### config.mk
export PLATFORM = sky130hd
export DESIGN_NAME = disparity_argmin
export DESIGN_NICKNAME = d
export VERILOG_FILES = /design/src/rtl/disparity_argmin.sv
export SDC_FILE = /design/constraint.sdc
export NUM_CORES = 1
export LEC_CHECK = 0
export BUFFER_PORTS_ARGS = -buffer_cell sky130_fd_sc_hd__buf_2
export CAP_MARGIN = 20
export CORE_MARGIN = 2
export CORE_UTILIZATION = 59
export CTS_CLUSTER_SIZE = 20
export DETAILED_ROUTE_END_ITERATION = 10
export PLACE_DENSITY = 0.92
export SYNTH_ARGS = -nofsm -noshare
export SYNTH_HDL_FRONTEND = slang
export SYNTH_SLANG_ARGS = --single-unit
### constraint.sdc
create_clock -name clk_in -period 3.6 [get_ports clk_in]
set_input_delay 0.72 -clock clk_in [delete_from_list [all_inputs] [get_ports clk_in]]
set_output_delay 0.72 -clock clk_in [all_outputs]
set_load 0.01 [all_outputs]
### src/rtl/disparity_argmin.sv
`default_nettype none
// ============================================================================
//  Module   : disparity_argmin
//  Purpose  : Winner-take-all selector. Picks the lowest-SAD disparity out of
//             MAX_DISP candidates and presents it through a one-entry
//             ready/valid output register.
//  Revision : 1.0 - initial release
// ============================================================================
module disparity_argmin #(
  parameter int MAX_DISP  = 16,
  parameter int SAD_WIDTH = 12,
  localparam int DW       = $clog2(MAX_DISP)
) (
  input  logic                 clk_in,
  input  logic                 rst_in,
  input  logic                 clear_in,
  input  logic [SAD_WIDTH-1:0] sad_in,
  input  logic                 sad_valid_in,
  output logic                 sad_ready_out,
  output logic [DW-1:0]        disp_out,
  output logic [SAD_WIDTH-1:0] min_sad_out,
  output logic                 disp_valid_out,
  input  logic                 disp_ready_in
);

  localparam logic [DW-1:0] c_last_idx = DW'(MAX_DISP - 1);

  logic [DW-1:0]        r_cand_cnt;
  logic [SAD_WIDTH-1:0] r_best_sad;
  logic [DW-1:0]        r_best_idx;
  logic [DW-1:0]        r_disp;
  logic [SAD_WIDTH-1:0] r_min_sad;
  logic                 r_valid;

  logic                 w_first;
  logic                 w_last;
  logic                 w_ready;
  logic                 w_accept;
  logic                 w_take;
  logic [SAD_WIDTH-1:0] w_win_sad;
  logic [DW-1:0]        w_win_idx;

  assign w_first = (r_cand_cnt == '0);
  assign w_last  = (r_cand_cnt == c_last_idx);

  // Only the final candidate can stall: it needs a free output register.
  assign w_ready  = !(w_last && r_valid && !disp_ready_in);
  // A sample that coincides with clear_in is dropped along with the pixel.
  assign w_accept = sad_valid_in && w_ready && !clear_in;

  // Strict compare keeps the lowest index on ties.
  assign w_take    = w_first || (sad_in < r_best_sad);
  assign w_win_sad = w_take ? sad_in     : r_best_sad;
  assign w_win_idx = w_take ? r_cand_cnt : r_best_idx;

  always_ff @(posedge clk_in or posedge rst_in) begin
    if (rst_in) begin
      r_cand_cnt <= '0;
      r_best_sad <= '0;
      r_best_idx <= '0;
    end else if (clear_in) begin
      r_cand_cnt <= '0;
    end else if (w_accept) begin
      r_best_sad <= w_win_sad;
      r_best_idx <= w_win_idx;
      r_cand_cnt <= w_last ? '0 : r_cand_cnt + DW'(1);
    end
  end

  // A load on the same edge as a drain takes priority and keeps valid high.
  always_ff @(posedge clk_in or posedge rst_in) begin
    if (rst_in) begin
      r_disp    <= '0;
      r_min_sad <= '0;
      r_valid   <= 1'b0;
    end else if (w_accept && w_last) begin
      r_disp    <= w_win_idx;
      r_min_sad <= w_win_sad;
      r_valid   <= 1'b1;
    end else if (r_valid && disp_ready_in) begin
      r_valid   <= 1'b0;
    end
  end

  assign sad_ready_out  = w_ready;
  assign disp_out       = r_disp;
  assign min_sad_out    = r_min_sad;
  assign disp_valid_out = r_valid;

endmodule
`default_nettype wire

Word-level counts from Yosys, hierarchy flattened
Index checks and enable logic that the tools add are counted.
Storage, ports and cells
  bits in registers: 37
Operators by class
  muxes and demuxes: 7
  eq/ne operators: 1
  reduce and logical (&&, ||, !) cells: 14
  $add $sub $neg: 1
  bitwise logic cells: 1
  $lt $le $gt $ge: 1
Operators with widths (count)
  $mux W4: 4
  $lt A12 B12 Y1: 1
  $mux W12: 1
  $logic_and A1 B1 Y1: 6
  $add A4 B1 Y4 const B: 1
  $eq A4 B4 Y1 const B: 1
  $logic_not A4 Y1: 1
  $reduce_bool A2 Y1: 2
  $logic_not A1 Y1: 3
  $mux W1: 2
  $reduce_and A2 Y1: 1
  $logic_or A1 B1 Y1: 1
  $not A1 Y1: 1

Logic depth before layout (Yosys ltp)
  word-level depth: 8
  gate-level depth with buffers: 11
  mapped depth without buffers: 8

Worst setup path after synthesis
No wires, ideal clock.
  kind: input port to flip-flop
  from: in sad_in[2]
  to: reg r_best_idx[0]
  setup time: 0.125 ns
  required time: 3.475 ns
  cell stages on the path: 9
  path slack: 1.109 ns
  data arrival time: 2.366 ns
  cells stage by stage: ha_1 > a211o_1 > a31oi_1 > o311a_1 > a21bo_1 > buf_6 > and2_4 > buf_6 > mux2_4
Between the ends
  word-level cells in the longest chain between the ends: 3
Ends and longest elaborated chain
  start: declaration: RTL line 17  | input logic [SAD_WIDTH-1:0] sad_in,
  $lt A12 B12 Y1: RTL line 52  | assign w_take = w_first || (sad_in < r_best_sad);
  $logic_or A1 B1 Y1: RTL line 52
  $mux W4: RTL line 54  | assign w_win_idx = w_take ? r_cand_cnt : r_best_idx;
  end signal: assignment: RTL line 65  | r_best_idx <= w_win_idx;
  end: declaration: RTL line 30  | logic [DW-1:0] r_best_idx;
No other way between the ends.
A chain may end at the register's enable or synchronous reset.

Worst setup path in the final report
Ends and elaborated chain as after synthesis.

==> impl_results.md <==
* Crit path capture type: flop
* Cells after Synth at 192
* Routed WL at 3.69 mm
* Clk root buf: clkbuf_4
* Max Slew Vio Count at 0
* Crit Path Class: primary input to flop
* Clock Latency Late Sink at 0.35 ns
* First-pass GRT wire length at 6.06 mm
* Synthesized area at 1940 um2
* Detail Placement HPWL at 2.60 mm
* Critical Path, Cell by Cell: buf_2, ha_1, a211o_1, a31oi_1, o311a_1, a21bo_1, buf_4, and2_4, mux2_4
* Critical Path AT at 2.66 ns
* CTS tree: built
* CTS sink cnt at 37
* Ports at 35
* CTS Hold Bufs at 0
* Hold WC Path Type: primary input to asynchronous set/reset pin
* Critical R2R Capture: r_best_idx[0]
* Crit Path Max Fanout at 14
* P&R area growth vs syn at 13.6%
* Remaining Overflow, GRT at 0
* Vias in the first global route at 1331
* Sw frac at 0.301
* Count of different cell masters after synthesis at 32
* Wire length per cell at 13.5 um
* Final hold vios at 0
* Vias post-DR at 1506
* CTS Buffer Depth at 2
* Final period util at 0.671
* Flop pwr share at 0.496
* Total of max-cap violations at 0
* Routed Antenna Nets at 0
* DIE HEIGHT at 61.3 um
* DRC viols at 0
* Power after layout at 0.000971 W
* Crit path buf inv count at 2
* Clock-pin slew on the worst setup and hold paths at 0.11 ns
* Largest net degree at the start of global routing at 38
* Drt first pass iters at 4
* Core footprint at 3080 um2
* Layout net count at 258
* Pint at 0.000679 W
* Antenna diodes at 0
* Share of layout cells above drive strength 1 at 0.227
* Post-CTS setup buffer count at 0
* H-tree depth at 2
* # rows at 20
* Vias/cell at 5.52
* Setup violations, final at 0
* Die W at 61.3 um
* Number of port buffers at 34
* VDD IR max at 0.227 mV
* Post-CTS sizing at 0
* Leak at 1.18 nW
* Startpoint Class: primary input
* GRT Total Usage at 0.229
* FF-to-FF Start: r_best_sad[2]
* Max stage delay on crit path at 0.32 ns
* Initial Utilization at 0.630
* Post-route minimum period at 2.42 ns
* Ys Warns at 0
* Synthesized area per cell at 10.1 um2
* Clock Power Share at 0.257
* Worst path depth at 9
* Comb pwr share at 0.247
* Status: completed
* GPL Wtd Cong at 0.786
* CP delay by family, top: compound AO/OA/AOI/OAI gates
* Clock skew at 0.00849 ns
* WP data required at 3.84 ns
* Yosys reg bits at 37
* Net Count, Synth at 222
* Slew @ Worst Pin at 0.456 ns
* Depth of the worst register-to-register path at 9
* Unrepaired setup endpoints after global routing: no
* Initial DRC Count at 62
* PwrDens at 441 nW/um2
* Register-to-register setup slack at 1.27 ns
* Slowest cell on crit path: mux2_4
* Final TNS setup at 0 ns
* Sw power at 0.000292 W
* Share of the yosys chip area belonging to registers at 0.478
* Num CTS Buffers at 5
* Fmax at 414 MHz
* Max_slew headroom at 0.696
* Full die area at 3760 um2
* Initial antenna violation count at 0
==> sequential cells by signal (all words and copies together) (netlist names) <==
signal          count
disp_out            4
disp_valid_out      1
r_cand_cnt          4
min_sad_out        12
r_best_sad         12
r_best_idx          4
==> power groups by stage <==
stage / Combinational, W / Sequential [W] / Clock, W
floorplan: 0.000182 / 0.000489 / 0
global placement: 0.000229 / 0.000487 / 0
detailed placement: 0.000238 / 0.000491 / 0
CTS: 0.000241 / 0.000482 / 0.000255
global route: 0.000269 / 0.000488 / 0.000277
finish: 0.000240 / 0.000482 / 0.000249
==> metrics by stage <==
stage,cells,hold slack (ns),instance area [um2],worst slack (ns),util
after global routing,273,0.477,2200,1.11,0.715
after detailed placement,265,0.465,2130,0.818,0.692
after CTS,273,0.458,2200,1.20,0.715
after global placement,265,0.469,2130,0.852,0.692
final,273,0.449,2200,1.18,0.715
after floorplan,192,0.465,1940,1.11,-
==> worst max path at each step <==
| stage | startpoint | to | slack [ns] |
|---|---|---|---|
| CTS | sad_in[2] | r_best_idx[0] | 1.20 |
| global route | sad_in[2] | r_best_idx[0] | 1.11 |
| detailed placement | sad_in[2] | r_best_idx[1] | 0.82 |
| floorplan | sad_in[2] | r_best_idx[0] | 1.11 |
| global placement | sad_in[2] | r_best_idx[0] | 0.85 |
| finish | sad_in[2] | r_best_idx[0] | 1.18 |
==> area by class of cell <==
type                       count  area [um2]
sequential                    37         926
multi-input combinational    130         886
fill                         242         877
timing repair buffer          39         208
clock buffer                   7        65.1
inverter                      15        56.3
tap                           44        55.1
clock inverter                 1        5.00
==> cell families after synthesis <==
group	share of synthesized area
fa+ha+maj	0.0839
compound gates	0.135
flops	0.478
simple gates	0.128
buf+inv	0.0652
mux	0.106
xor+xnor	0.00452
==> cells in the final DEF, fill, tap and decap left out, drive strengths merged, types with 2 or more instances in the layout <==
cell type  instances
a21oi             21
nor2              17
o21a               2
buf               39
dfrtp             37
mux2               3
inv               15
nand2             11
o21ai             14
mux2i             16
nand3             13
a211o              2
clkbuf             7
nand4              2
nand2b             2
a32o               2
ha                13
and2               2
==> worst min-delay path: cells and delay by family <==
kind	cells	cell delay [ns]
buffers and inverters	3	0.52
==> layer usage <==
layer | GRT usage | wire length [um]
met3 | 0.0714 | 138
met4 | 0.0963 | 100
met1 | 0.316 | 1770
met5 | 0 | 0
met2 | 0.336 | 1680
==> Yosys cell counts <==
cell      number  area (um2)
dfrtp_1       37         926
a21oi_1       21         105
nor2_1        17        63.8
mux2i_1       16         160
inv_1         15        56.3
ha_1          13         163
nand3_1       13        65.1
nand2_1       11        41.3
o21ai_1       10        50.1
o21ai_0        4        20.0
buf_6          3        33.8
clkbuf_1       3        11.3
mux2_4         3        45.0
a211o_1        2        17.5
a32o_1         2        20.0
buf_2          2        10.0
buf_4          2        15.0
nand2b_1       2        12.5
nand4_1        2        12.5
o21a_1         2        15.0
a21bo_1        1        10.0
a31oi_1        1        6.26
and2_1         1        6.26
and2_4         1        8.76
nor3_2         1        10.0
nor3b_1        1        7.51
o211ai_1       1        7.51
o311a_1        1        10.0
or2_1          1        6.26
or3_1          1        6.26
or4_1          1        7.51
xor2_1         1        8.76
Power figures use the tool's default switching activity.
